[src/rtl/led_pkg.sv]
// Shared encodings for LED blocks: rate selects, controller states and the
// helper that maps a rate select onto its tick limit.
package led_pkg;

    typedef enum logic [1:0] {
        RATE_1HZ   = 2'b00,
        RATE_10HZ  = 2'b01,
        RATE_100HZ = 2'b10,
        RATE_OFF   = 2'b11
    } rate_e;

    typedef enum logic [1:0] {
        S_BLINK  = 2'b00,
        S_OFF    = 2'b01,
        S_RELOAD = 2'b10
    } state_e;

    localparam int unsigned C_CNT_W = 32;

    // RATE_OFF never counts, so it shares the 1 Hz limit as a harmless default.
    function automatic logic [C_CNT_W-1:0] rate_limit(
        input rate_e              rate,
        input logic [C_CNT_W-1:0] cnt_1hz,
        input logic [C_CNT_W-1:0] cnt_10hz,
        input logic [C_CNT_W-1:0] cnt_100hz
    );
        case (rate)
            RATE_10HZ:  return cnt_10hz;
            RATE_100HZ: return cnt_100hz;
            default:    return cnt_1hz;
        endcase
    endfunction

endpackage

[src/rtl/switch_debouncer.sv]
// Two-flop synchronizer followed by a stability counter; the stable level only
// follows the switch after it has held a new level for C_DEBOUNCE_COUNT cycles.
module switch_debouncer
    import led_pkg::*;
#(
    parameter int unsigned C_DEBOUNCE_COUNT = 500000
) (
    input  logic i_clk,
    input  logic i_rst_n,
    input  logic i_switch,
    output logic o_stable
);

    localparam logic [C_CNT_W-1:0] L_TERM = 32'(C_DEBOUNCE_COUNT - 1);

    logic               r_sync1;
    logic               r_sync2;
    logic               r_stable;
    logic [C_CNT_W-1:0] r_cnt;

    // Any sample that agrees with the stable level restarts the qualification window.
    always_ff @(posedge i_clk or negedge i_rst_n) begin
        if (!i_rst_n) begin
            r_sync1  <= 1'b0;
            r_sync2  <= 1'b0;
            r_stable <= 1'b0;
            r_cnt    <= '0;
        end else begin
            r_sync1 <= i_switch;
            r_sync2 <= r_sync1;
            if (r_sync2 != r_stable) begin
                if (r_cnt == L_TERM) begin
                    r_stable <= r_sync2;
                    r_cnt    <= '0;
                end else begin
                    r_cnt <= r_cnt + 1'b1;
                end
            end else begin
                r_cnt <= '0;
            end
        end
    end

    assign o_stable = r_stable;

endmodule

[src/rtl/led_rate_controller.sv]
// Blinks an LED at a rate picked by two debounced switches; any change of the
// debounced select passes through a one-cycle reload state that restarts the period.
module led_rate_controller
    import led_pkg::*;
#(
    parameter int unsigned C_CLK_COUNT_1HZ   = 50000000,
    parameter int unsigned C_CLK_COUNT_10HZ  = 5000000,
    parameter int unsigned C_CLK_COUNT_100HZ = 500000,
    parameter int unsigned C_DEBOUNCE_COUNT  = 500000
) (
    input  logic       i_clk,
    input  logic       i_rst_n,
    input  logic       i_switch_1,
    input  logic       i_switch_2,
    output logic       o_led,
    output logic [1:0] o_rate,
    output logic       o_tick
);

    logic               w_stable_1;
    logic               w_stable_2;
    rate_e              w_sel;
    logic [C_CNT_W-1:0] w_limit;

    state_e             r_state;
    state_e             w_state_nxt;
    rate_e              r_rate;
    rate_e              w_rate_nxt;
    logic [C_CNT_W-1:0] r_cnt;
    logic [C_CNT_W-1:0] w_cnt_nxt;
    logic               r_led;
    logic               w_led_nxt;
    logic               r_tick;
    logic               w_tick_nxt;

    switch_debouncer #(.C_DEBOUNCE_COUNT(C_DEBOUNCE_COUNT)) u_deb_1 (
        .i_clk    (i_clk),
        .i_rst_n  (i_rst_n),
        .i_switch (i_switch_1),
        .o_stable (w_stable_1)
    );

    switch_debouncer #(.C_DEBOUNCE_COUNT(C_DEBOUNCE_COUNT)) u_deb_2 (
        .i_clk    (i_clk),
        .i_rst_n  (i_rst_n),
        .i_switch (i_switch_2),
        .o_stable (w_stable_2)
    );

    assign w_sel   = rate_e'({w_stable_2, w_stable_1});
    assign w_limit = rate_limit(r_rate, 32'(C_CLK_COUNT_1HZ), 32'(C_CLK_COUNT_10HZ),
                                32'(C_CLK_COUNT_100HZ));

    always_ff @(posedge i_clk or negedge i_rst_n) begin
        if (!i_rst_n) begin
            r_state <= S_BLINK;
        end else begin
            r_state <= w_state_nxt;
        end
    end

    always_comb begin
        w_state_nxt = r_state;
        if (w_sel != r_rate) begin
            w_state_nxt = S_RELOAD;
        end else begin
            case (r_state)
                S_RELOAD: w_state_nxt = (r_rate == RATE_OFF) ? S_OFF : S_BLINK;
                S_OFF:    w_state_nxt = S_OFF;
                default:  w_state_nxt = S_BLINK;
            endcase
        end
    end

    // The cycle leaving S_RELOAD already counts, so the first toggle lands limit cycles after reload.
    always_comb begin
        w_rate_nxt = r_rate;
        w_cnt_nxt  = r_cnt;
        w_led_nxt  = r_led;
        w_tick_nxt = 1'b0;
        case (w_state_nxt)
            S_RELOAD: begin
                w_rate_nxt = w_sel;
                w_cnt_nxt  = '0;
                w_led_nxt  = 1'b0;
            end
            S_OFF: begin
                w_cnt_nxt = '0;
                w_led_nxt = 1'b0;
            end
            default: begin
                if (r_cnt == w_limit - 32'd1) begin
                    w_cnt_nxt  = '0;
                    w_led_nxt  = ~r_led;
                    w_tick_nxt = 1'b1;
                end else begin
                    w_cnt_nxt = r_cnt + 32'd1;
                end
            end
        endcase
    end

    always_ff @(posedge i_clk or negedge i_rst_n) begin
        if (!i_rst_n) begin
            r_rate <= RATE_1HZ;
            r_cnt  <= '0;
            r_led  <= 1'b0;
            r_tick <= 1'b0;
        end else begin
            r_rate <= w_rate_nxt;
            r_cnt  <= w_cnt_nxt;
            r_led  <= w_led_nxt;
            r_tick <= w_tick_nxt;
        end
    end

    assign o_led  = r_led;
    assign o_rate = r_rate;
    assign o_tick = r_tick;

endmodule

[config.mk]
export PLATFORM = sky130hd
export DESIGN_NAME = led_rate_controller
export DESIGN_NICKNAME = d
export VERILOG_FILES = /design/src/rtl/led_pkg.sv /design/src/rtl/switch_debouncer.sv /design/src/rtl/led_rate_controller.sv
export SDC_FILE = /design/constraint.sdc
export NUM_CORES = 1
export LEC_CHECK = 0
export CORE_ASPECT_RATIO = 0.5
export CORE_MARGIN = 2
export CORE_UTILIZATION = 60
export CTS_CLUSTER_SIZE = 12
export DETAILED_ROUTE_END_ITERATION = 7
export PLACE_DENSITY = 0.81
export SLEW_MARGIN = 10
export SYNTH_ARGS = -nofsm -noshare
export SYNTH_HDL_FRONTEND = slang
export SYNTH_HIERARCHICAL = 1
export SYNTH_SLANG_ARGS = --single-unit
[constraint.sdc]
create_clock -name i_clk -period 2.3 [get_ports i_clk]
set_input_delay 0.46 -clock i_clk [delete_from_list [all_inputs] [get_ports i_clk]]
set_output_delay 0.46 -clock i_clk [all_outputs]
set_load 0.005 [all_outputs]
* Word-level counts from Yosys, hierarchy flattened
Cells that the tools add are included.
** Word-level totals
- Register bits after elaboration :: 108
- Bits in latches :: 0
- Memory bits (writable) :: 0
- Memory bits (read-only) :: 0
- Input port bits :: 4
- Output and inout port bits :: 4
- Word-level logic and storage cells :: 49
- Memories kept :: 0
** Cells by class
- Add/subtract/negate cells :: 4
- $mul :: 0
- Div/mod/pow operators :: 0
- $lt $le $gt $ge :: 0
- Eq/ne operators :: 13
- Shift operators :: 0
- Mux-type cells :: 14
- Bitwise operators :: 1
- Reductions and logical operators :: 4
** Operators by type and width (number)
- 32-bit two-way mux :: 6
- 32-bit by 1-bit adder with 32-bit output (second input constant) :: 3
- 32-bit by 19-bit equality test with 1-bit output (second input constant) :: 2
- 26-bit one-hot mux with 2 select lines :: 1
- 32-bit equality test :: 1
- 32-bit by 1-bit subtractor with 32-bit output (second input constant) :: 1
- 2-bit equality test (second input constant) :: 4
- 2-bit by 1-bit equality test with 1-bit output (second input constant) :: 3
- 1-bit two-way mux :: 5
- 2-bit AND reduction :: 2
- 2-bit two-way mux :: 1
- 1-bit inequality test :: 2
- 2-bit inequality test :: 1
- 1-bit one-hot mux with 2 select lines :: 1
- 2-bit nonzero test :: 1
- 2-bit OR reduction :: 1
- 1-bit inverter :: 1

* Longest topological paths before layout
Gate-level depths: netlist of run 1.
- Depth after elaboration :: 7
- Mapped depth :: 8
- Gate-level depth less buffers :: 7

* Hierarchy
Netlist of run 1, hierarchy kept.
** By module, submodules not included
- switch_debouncer :: times used 2, cells each 187, area an instance 1813.0 um^2, seq. area each 875.8 um^2
- led_rate_controller :: times used 1, cells each 220, area an instance 2067.0 um^2, seq. area each 950.9 um^2

* Least setup slack after synthesis of run 1
No wires, ideal clock.
- Kind :: reg2reg
- Start :: register r_rate[0] (netlist: o_rate[0])
- End :: register, netlist name r_cnt[24]
- Setup time :: 0.119 ns
- Arrival :: 1.992 ns
- Data required time :: 2.181 ns
- Slack :: 0.189 ns
- Stages on the path, launching flop included :: 9
- Buffers on the path :: 1
- Clock period less this slack :: 2.111 ns
- Cell sequence :: dfrtp_1 inv_1 ha_1 nor4_1 nand2_1 a2111o_1 o21bai_2 buf_4 nor2_1
** RTL lines
- start, declared :: RTL line led_rate_controller.sv:27 : rate_e r_rate;
- start signal, assigned :: RTL line led_rate_controller.sv:110 : r_rate <= w_rate_nxt;

* Worst setup path in the final report of run 1
- Start :: register u_deb_1.r_cnt[7]
- End :: register u_deb_1.r_cnt[29]
** On the way
- Longest elaborated chain between the ends :: 3
- Elaborated cells between the ends (all ways) :: 4
- Classes of those cells :: add/sub (1); eq/ne (1); mux (2)
** RTL lines
- start, declared :: RTL line switch_debouncer.sv:19 : logic [C_CNT_W-1:0] r_cnt;
- start signal, assigned :: RTL line switch_debouncer.sv:36 : r_cnt <= r_cnt + 1'b1;
- 32-bit by 1-bit adder with 32-bit output or 32-bit by 19-bit equality test with 1-bit output (tied branches) :: RTL line switch_debouncer.sv:36, switch_debouncer.sv:32
- 32-bit two-way mux * :: RTL line switch_debouncer.sv:32 : if (r_cnt == L_TERM) begin
- 32-bit two-way mux * :: RTL line switch_debouncer.sv:31 : if (r_sync2 != r_stable) begin
Every way passes the cells marked *; elsewhere a longest branch is shown, timed or not.
A chain may end at the register's enable or synchronous reset.

==> results of run 1 <==
[through the flow]
stage / total power (W) / cell area (sq um) / hold WS [ns] / setup slack [ns] / utilization [%]
4_1_cts: 0.003537 / 6282 / 0.09113 / 0.1227 / 67.40
3_3_place_gp: 0.002057 / 6008 / 0.3341 / 0.1838 / 64.46
6_report: 0.003500 / 6282 / 0.07023 / 0.1131 / 67.40
3_5_place_dp: 0.002060 / 6008 / 0.3389 / 0.1196 / 64.46
2_1_floorplan: 0.001989 / 5693 / 0.1644 / 0.1891 / -
5_1_grt: 0.003624 / 6282 / 0.1133 / 0.01782 / 67.40
[logic make-up (layout without fill, tap and decap cells)]
logic type / Yosys count / after routing / share of synthesized area, %
and+or+nand+nor: 291 / 291 / 28.35
muxes: 2 / 2 / 0.3956
AOI/OAI and AO/OA: 77 / 77 / 8.835
DFF: 108 / 108 / 47.47
xor gates and xnor gates: 63 / 63 / 9.692
buffers and inverters: 44 / 57 / 3.275
adders and majority gates: 9 / 9 / 1.978
[worst paths after layout]
| kind | cells after the start | slack [ns] | end | from |
|---|---|---|---|---|
| worst max-delay path | 4 | 0.11 | u_deb_1/r_cnt[29] | u_deb_1/r_cnt[7] |
| worst min-delay path | 1 | 0.07 | r_cnt[24] | i_rst_n |
| worst max register to register | 4 | 0.11 | u_deb_1/r_cnt[29] | u_deb_1/r_cnt[7] |
| worst min register to register | 0 | 0.35 | u_deb_1/r_sync2 | u_deb_1/r_sync1 |
| max in group asynchronous | 2 | 1.65 | r_cnt[13] | i_rst_n |
| min in group i_clk | 0 | 0.35 | u_deb_1/r_sync2 | u_deb_1/r_sync1 |
[synth_stat cells, drive strengths merged, types with 2 or more instances]
| cell type | instances | area share [%] |
|---|---|---|
| dfrtp | 108 | 47 |
| nor2 | 74 | 4.9 |
| xnor2 | 42 | 6.5 |
| nand2 | 39 | 2.6 |
| nand3 | 34 | 3.1 |
| a21oi | 32 | 2.8 |
| nor4 | 32 | 3.5 |
| nand4 | 28 | 3.7 |
| or4 | 24 | 3.2 |
| o31ai | 22 | 2.9 |
| xor2 | 21 | 3.2 |
| nor3 | 17 | 1.5 |
| clkbuf | 16 | 1.1 |
| inv | 16 | 1.1 |
| and4 | 15 | 2.4 |
| buf | 12 | 1.1 |
| o21ai | 11 | 0.97 |
| ha | 9 | 2.0 |
| or3 | 9 | 1.1 |
| and3 | 6 | 0.70 |
| and2 | 3 | 0.33 |
| nor3b | 3 | 0.40 |
| mux2 | 2 | 0.40 |
| o211ai | 2 | 0.26 |
| o21ba | 2 | 0.35 |
| o31a | 2 | 0.31 |
| o41ai | 2 | 0.57 |
| or2 | 2 | 0.22 |
[where the power goes]
part           total (W)  switching [W]  internal, W
sequential       0.00192      0.0000123      0.00191
clock            0.00148       0.000647     0.000834
combinational  0.0000964      0.0000659    0.0000305
total            0.00350       0.000725      0.00278
[layout by cell type (no fill, tap or decap), types with 16 or more instances in the layout]
| cell type | netlist | final |
|---|---|---|
| sky130_fd_sc_hd__nor3_1 | 17 | 17 |
| sky130_fd_sc_hd__a21oi_1 | 32 | 32 |
| sky130_fd_sc_hd__nor2_1 | 74 | 74 |
| sky130_fd_sc_hd__dfrtp_1 | 108 | 108 |
| sky130_fd_sc_hd__xor2_1 | 21 | 21 |
| sky130_fd_sc_hd__inv_1 | 16 | 16 |
| sky130_fd_sc_hd__xnor2_1 | 42 | 42 |
| sky130_fd_sc_hd__nand4_1 | 25 | 25 |
| sky130_fd_sc_hd__nand3_1 | 33 | 33 |
| sky130_fd_sc_hd__nor4_1 | 32 | 32 |
| sky130_fd_sc_hd__o31ai_1 | 22 | 22 |
| sky130_fd_sc_hd__nand2_1 | 39 | 39 |
| sky130_fd_sc_hd__buf_4 | 3 | 17 |
| sky130_fd_sc_hd__or4_1 | 22 | 22 |
[flip-flops by register name (all words and copies together), names as in the netlist]
name	count
u_deb_1/r_sync1	1
u_deb_2/r_cnt	32
o_tick	1
u_deb_1/r_sync2	1
u_deb_1/o_stable	1
u_deb_1/r_cnt	32
r_cnt	32
u_deb_2/o_stable	1
r_state	2
o_led	1
u_deb_2/r_sync2	1
o_rate	2
u_deb_2/r_sync1	1
[layout make-up]
class / count / area [sq um]
flip-flops and latches: 108 / 2703
inverters: 16 / 60.06
clock inverters: 2 / 37.54
clock buffers: 12 / 236.5
repair buffers: 27 / 267.8
well taps: 121 / 151.4
multi-input cells: 442 / 2826
fillers: 745 / 3039
[metal layers]
| layer | routed length, um | part of all wire (%) |
|---|---|---|
| met4 | 123 | 1.0 |
| met5 | 0 | 0 |
| met2 | 5798 | 49 |
| met1 | 5519 | 46 |
| met3 | 464 | 3.9 |
==> metrics list, run 1 <==
- The flow ran to the end, and the final reports show no timing, DRC or antenna violations.
* Maximum cell stage delay along the critical path: 0.71 ns
* CTS tree: built
* Total die area: 10330 sq um
- The clock arrives with 0.005342 ns of skew.
- Critical path's top delay family: simple AND/OR/NAND/NOR gates
- The longest clock path from root to sink contains 2 buffers.
- Of all nets on the critical path, the largest fanout is 10.
- For this configuration, the core starts out at a cell density of 61.07%.
- CP Buf/Inv Count: 0
- Unrepaired setup endpoints after global routing: no
- For this run, global-route usage on met3 was measured as 4.528%.
* All-layer global routing usage: 24.72%
- Fraction of final layout cells sized beyond drive strength 1: 9.390%
- Port buffering added 7 buffers.
- After global routing the overflow that remains totals 0.
- In this run the static leakage power is 2.482 nW.
- Across the run, the number of max-cap violations was 0.
* Shortest period the worst path allows: 2.187 ns
- For this run, global-route usage on met1 was measured as 32.86%.
- The slowest stage of the critical path belongs to the cell sky130_fd_sc_hd__or4_1.
* Synthesized cell area: 5693 sq um
- Deepest level of the CTS H-tree: 3
- For this run, the number of standard cells in the final layout without fillers is 728.
- Flops & latches, synth: 108
- The synthesized netlist contains 48 unique library cells.
- Final RePlAce weighted congestion: 0.8738
- In this run the power density over the cells is 557.1 nW/um^2.
- In the routed layout, each cell is associated on average with a via count of 6.304.
- Avg Synthesized Cell Area: 9.584 sq um
- Sequential cell area fraction in the yosys report: 47.47%
* Via count of the first global-routing pass: 4418
* Setup TNS: 0 ns
- The first global-routing pass estimated 20.40 mm of wire.
- Walking the worst path, the cells encountered are nand4_4 -> or4_1 -> or4_1 -> a21oi_1.
- Die H: 72.88 um
- The final max-slew violation count was 0.
* Detail Route Antenna Nets: 0
* Initial DRC count: 353
- Detailed placement finished with a half-perimeter wire length of 8.154 mm.
- Relative area change from synthesis to final layout: 10.35%
- Library cell used as clock root buffer: sky130_fd_sc_hd__clkbuf_16
- The clock reaches the later pin of the worst-skew pair after 0.34 ns.
* Drt drc: 0
* Initial DRT Pass Iterations: 5
- The die is 141.8 um wide.
- Synth async-reset ratio: 100.0%
- Final Setup Violations: 0
- In this run the tightest slew margin relative to its limit is 58.45%.
- Standard cell core area: 9321 sq um
- Clock tree synthesis inserted a total of 9 buffers.
* Worst Path Required: 2.56 ns
* Busiest metal layer after global routing: met2
* Period utilization: 95.08%
- Total number of vias: 4589
- Yosys mapped a number of flops with a built-in enable equal to 0.
- Number of synthesis warnings: 6
- In this run the post-CTS setup repair buffer count came out at 0.
- The worst setup path is captured at a register.
* Met2 Usage GRT: 41.80%
* Average detailed-routed wire length per instance: 16.35 um
* Hold-fix buffer count after cts: 0
* DP Cell Count: 714
- The worst setup path is of the reg -> reg kind.
- For this design the top-level I/O count stands at 8.
* Resize count post-CTS: 0
- The path class of the tightest hold or removal check is in -> async.
* Synthesized Nets: 607
- Max rail drop VDD: 407.4 uV
* Slew of the pin with the lowest slew margin: 0.6215 ns
- The floorplan has 25 rows.
- The net count of the finished layout is 617.
- Category of the worst setup path launch point: register
* Most frequent cell on the critical path: sky130_fd_sc_hd__or4_1
- Synth Instances: 594
- Top_reg_cell synth: sky130_fd_sc_hd__dfrtp_1
* Antenna Diode Count: 0
* Final Routed Wirelength: 11.91 mm
* Highest attainable clock frequency: 0.4573 GHz
- Clock tree synthesis found a total of 108 sinks.
- CTS clock-pin slew for the worst setup and hold paths: 0.07 ns
- The number of antenna violations at the first check in global routing came to 0.
- Maximum number of pins on one net before global-route repair: 45
- Final Hold Viols: 0
- STA puts the critical path data arrival time at 2.45 ns.
No activity file was read; power rests on OpenSTA's default activity.
==> inputs of run 2 (changes only) <==
--- a/config.mk
+++ b/config.mk
@@ -8,8 +8,10 @@
 export CORE_ASPECT_RATIO = 0.5
 export CORE_MARGIN = 2
 export CORE_UTILIZATION = 60
+export CTS_BUF_LIST = sky130_fd_sc_hd__clkbuf_4 sky130_fd_sc_hd__clkbuf_8
 export CTS_CLUSTER_SIZE = 12
 export DETAILED_ROUTE_END_ITERATION = 7
+export HOLD_SLACK_MARGIN = 0.12
 export PLACE_DENSITY = 0.81
 export SLEW_MARGIN = 10
 export SYNTH_ARGS = -nofsm -noshare
==> metrics list, run 2 (same netlist as run 1, synthesis figures left out) <==
* Worst reg-to-reg setup slack: 0.12 ns (about the same)
* Hold-fix buffer count after cts: 1 (+1)
- Max rail drop VDD: 288.4 uV (-29%)
- All-layer global routing usage: 24.27% (-0.46 points)
* Endpoint, Worst Hold: u_deb_1/r_sync2
- Final RePlAce weighted congestion: 0.8738 (unchanged)
- The setup violation total in the final timing report is 0 (unchanged).
- End of the worst register-to-register path: u_deb_1/r_cnt[29]
- Die outline width: 141.8 um (unchanged)
- Number of antenna violations at the first check in global routing: 0 (unchanged)
- Highest attainable clock frequency: 0.4583 GHz (+0.23%)
- Max-cap violations: 0 (unchanged)
- Final Routed Wirelength: 11.70 mm (-1.8%)
* Num CTS Buffers: 9 (unchanged)
- The worst setup margin was 0.1182 ns (+0.005097 ns).
- The worst hold path passes through 0 cells.
- The post-placement setup slack was 0.1196 ns (unchanged).
- Period utilization: 94.86% (-0.22 points)
- Reg-to-reg critical path startpoint: u_deb_1/r_cnt[7]
- Wire length of the first global-routing pass: 20.19 mm (-1.0%)
- Final Hold Viols: 0 (unchanged)
- The detailed-route vias per instance is 6.311 (+0.12%).
* Average detailed-routed wire length per instance: 16.04 um (-1.9%)
- Worst Path Required: 2.58 ns (+0.02 ns)
* Leak: 2.450 nW (-1.3%)
- Drt drc: 0 (unchanged)
- The post-route minimum period came to 2.182 ns (-0.005097 ns).
* Largest registers: r_cnt x32, u_deb_1/r_cnt x32, u_deb_2/r_cnt x32
- Area of combinational cells with multiple inputs: 2826 sq um (unchanged)
- Relative area change from synthesis to final layout: 8.945%
* Num rows: 25 (unchanged)
* Initial DRT Pass Iterations: 5 (unchanged)
- Number of buffers on the longest clock path: 2 (unchanged)
- Total die area: 10330 sq um (unchanged)
* Total congestion overflow: 0 (unchanged)
- CP endpoint kind: register
* Via count of the first global-routing pass: 4356 (-1.4%)
- Highest-count cells in the layout ignoring fill and taps: sky130_fd_sc_hd__dfrtp_1 (108), sky130_fd_sc_hd__nor2_1 (74), sky130_fd_sc_hd__xnor2_1 (42)
- Total number of vias: 4601 (+0.26%)
* Final count of pins violating max slew: 0 (unchanged)
* Path depth of the worst reg2reg path: 4 (unchanged)
- CTS tree: built
* Fraction of final layout cells sized beyond drive strength 1: 9.868% (+0.48 points)
- The count of instances resized after the clock tree is built was 0 (unchanged).
* Critical Path Source: u_deb_1/r_cnt[7]
- STA classifies the critical path startpoint as a register.
* IO buf count: 7 (unchanged)
* Maximum fanout encountered on the critical timing path: 10 (unchanged)
- The y dimension of the die was 72.88 um (unchanged).
- Deepest level of the CTS H-tree: 3 (unchanged)
- The post-detailed-route count of antenna-violating nets was 0 (unchanged).
- Clock insertion delay at the later pin of the skew report: 0.36 ns (+0.02 ns)
- Most common cell after layout, fill and taps aside: sky130_fd_sc_hd__dfrtp_1
* Clock skew: 0.007863 ns (+0.002521 ns)
* Initial core utilization: 61.07% (unchanged)
* Pwr Density: 507.6 nW/um^2 (-8.9%)
- The startpoint identified for the worst hold timing path is u_deb_1/r_sync1.
* Number of inserted filler cells in the final layout: 764 (+2.6%)
- Antenna Diode Count: 0 (unchanged)
- Status: finished, final reports clean
* TritonCTS Sinks: 108 (unchanged)
- The top-level I/O count came to 8 (unchanged).
- The total negative setup slack was 0 ns (unchanged).
- The worst slew margin relative to its limit was 59.19% (+0.74 points).
- CTS clock-pin slew for the worst setup and hold paths: 0.09 ns (+0.02 ns)
- Standard cell core area: 9321 sq um (unchanged)
- CP Class: reg -> reg
- The worst hold margin was 0.3562 ns (+0.2859 ns).
- Critical path arrival: 2.46 ns (about the same)
* Initial DRC count: 307 (-13%)
- The min-delay analysis places its worst path in the category reg -> reg.
* Slew of the pin with the lowest slew margin: 0.6105 ns (-0.01101 ns)
* Number of nets in the layout: 618 (+0.16%)
* Estimated wirelength of the detail-placed design: 8.154 mm (unchanged)
- Library cell used as clock root buffer: sky130_fd_sc_hd__clkbuf_8
- The pin count of the biggest net entering global routing came to 45 (unchanged).
- The flip-flop and latch area came to 2703 sq um (unchanged).
* Post-CTS setup buffers: 0 (unchanged)
- Setup repair after global routing left no endpoint under its margin.
[run 2: changes by cell type in the layout (fill, tap and decap cells not counted)]
cell,before,now
sky130_fd_sc_hd__clkbuf_16,9,0
sky130_fd_sc_hd__clkbuf_8,0,9
sky130_fd_sc_hd__clkbuf_1,3,0
sky130_fd_sc_hd__clkbuf_4,0,3
sky130_fd_sc_hd__dlygate4sd3_1,0,1
[run 2: area by class of cell]
cell class                      instances  area share (%)
Inverter                               16          0.9683
Sequential cell                       108           43.57
Multi-Input combinational cell        442           45.57
Timing Repair Buffer                   28           4.479
Clock inverter                          2          0.6052
Tap cell                              121           2.441
Clock buffer                           12           2.360
[run 2: how the worst max path moves through the flow]
stage | slack (ns) | to | depth (start not counted)
final | 0.12 | u_deb_1/r_cnt[29] | 4
after CTS | 0.11 | u_deb_1/r_cnt[29] | 4
after global routing | 0.008 | r_cnt[12] | 8
after detailed placement | 0.12 | u_deb_1/r_cnt[29] | 4
after global placement | 0.18 | u_deb_1/r_cnt[31] | 4
after floorplan | 0.19 | r_cnt[24] | 8
[run 2: critical path, cell delays in order, from the launching register on]
cell and delay (ns):
sky130_fd_sc_hd__dfrtp_1 0.52, sky130_fd_sc_hd__nand4_4 0.18, sky130_fd_sc_hd__or4_1 0.71, sky130_fd_sc_hd__or4_1 0.53, sky130_fd_sc_hd__a21oi_1 0.17
[run 2: per-stage QoR]
stage | util [%] | cells | cell area [sq um] | total power, W
6_report | 66.54 | 729 | 6202 | 0.003148
3_5_place_dp | 64.46 | 714 | 6008 | 0.002060
4_1_cts | 66.54 | 729 | 6202 | 0.003185
5_1_grt | 66.54 | 729 | 6202 | 0.003264
3_3_place_gp | 64.46 | 714 | 6008 | 0.002057
2_1_floorplan | - | 594 | 5693 | 0.001989
[run 2: power by group]
group	total [W]	internal [W]	switching (W)	leakage, nW
clock network	0.00113	0.000530	0.000599	0.0928
logic	0.0000977	0.0000315	0.0000661	0.877
registers	0.00192	0.00191	0.0000123	1.48
[run 2: metal layers]
layer	GRT usage [%]	routed length, um
met1	32.55	5384
met2	41.37	5676
met3	4.987	519
met4	5.889	115
met5	0	0
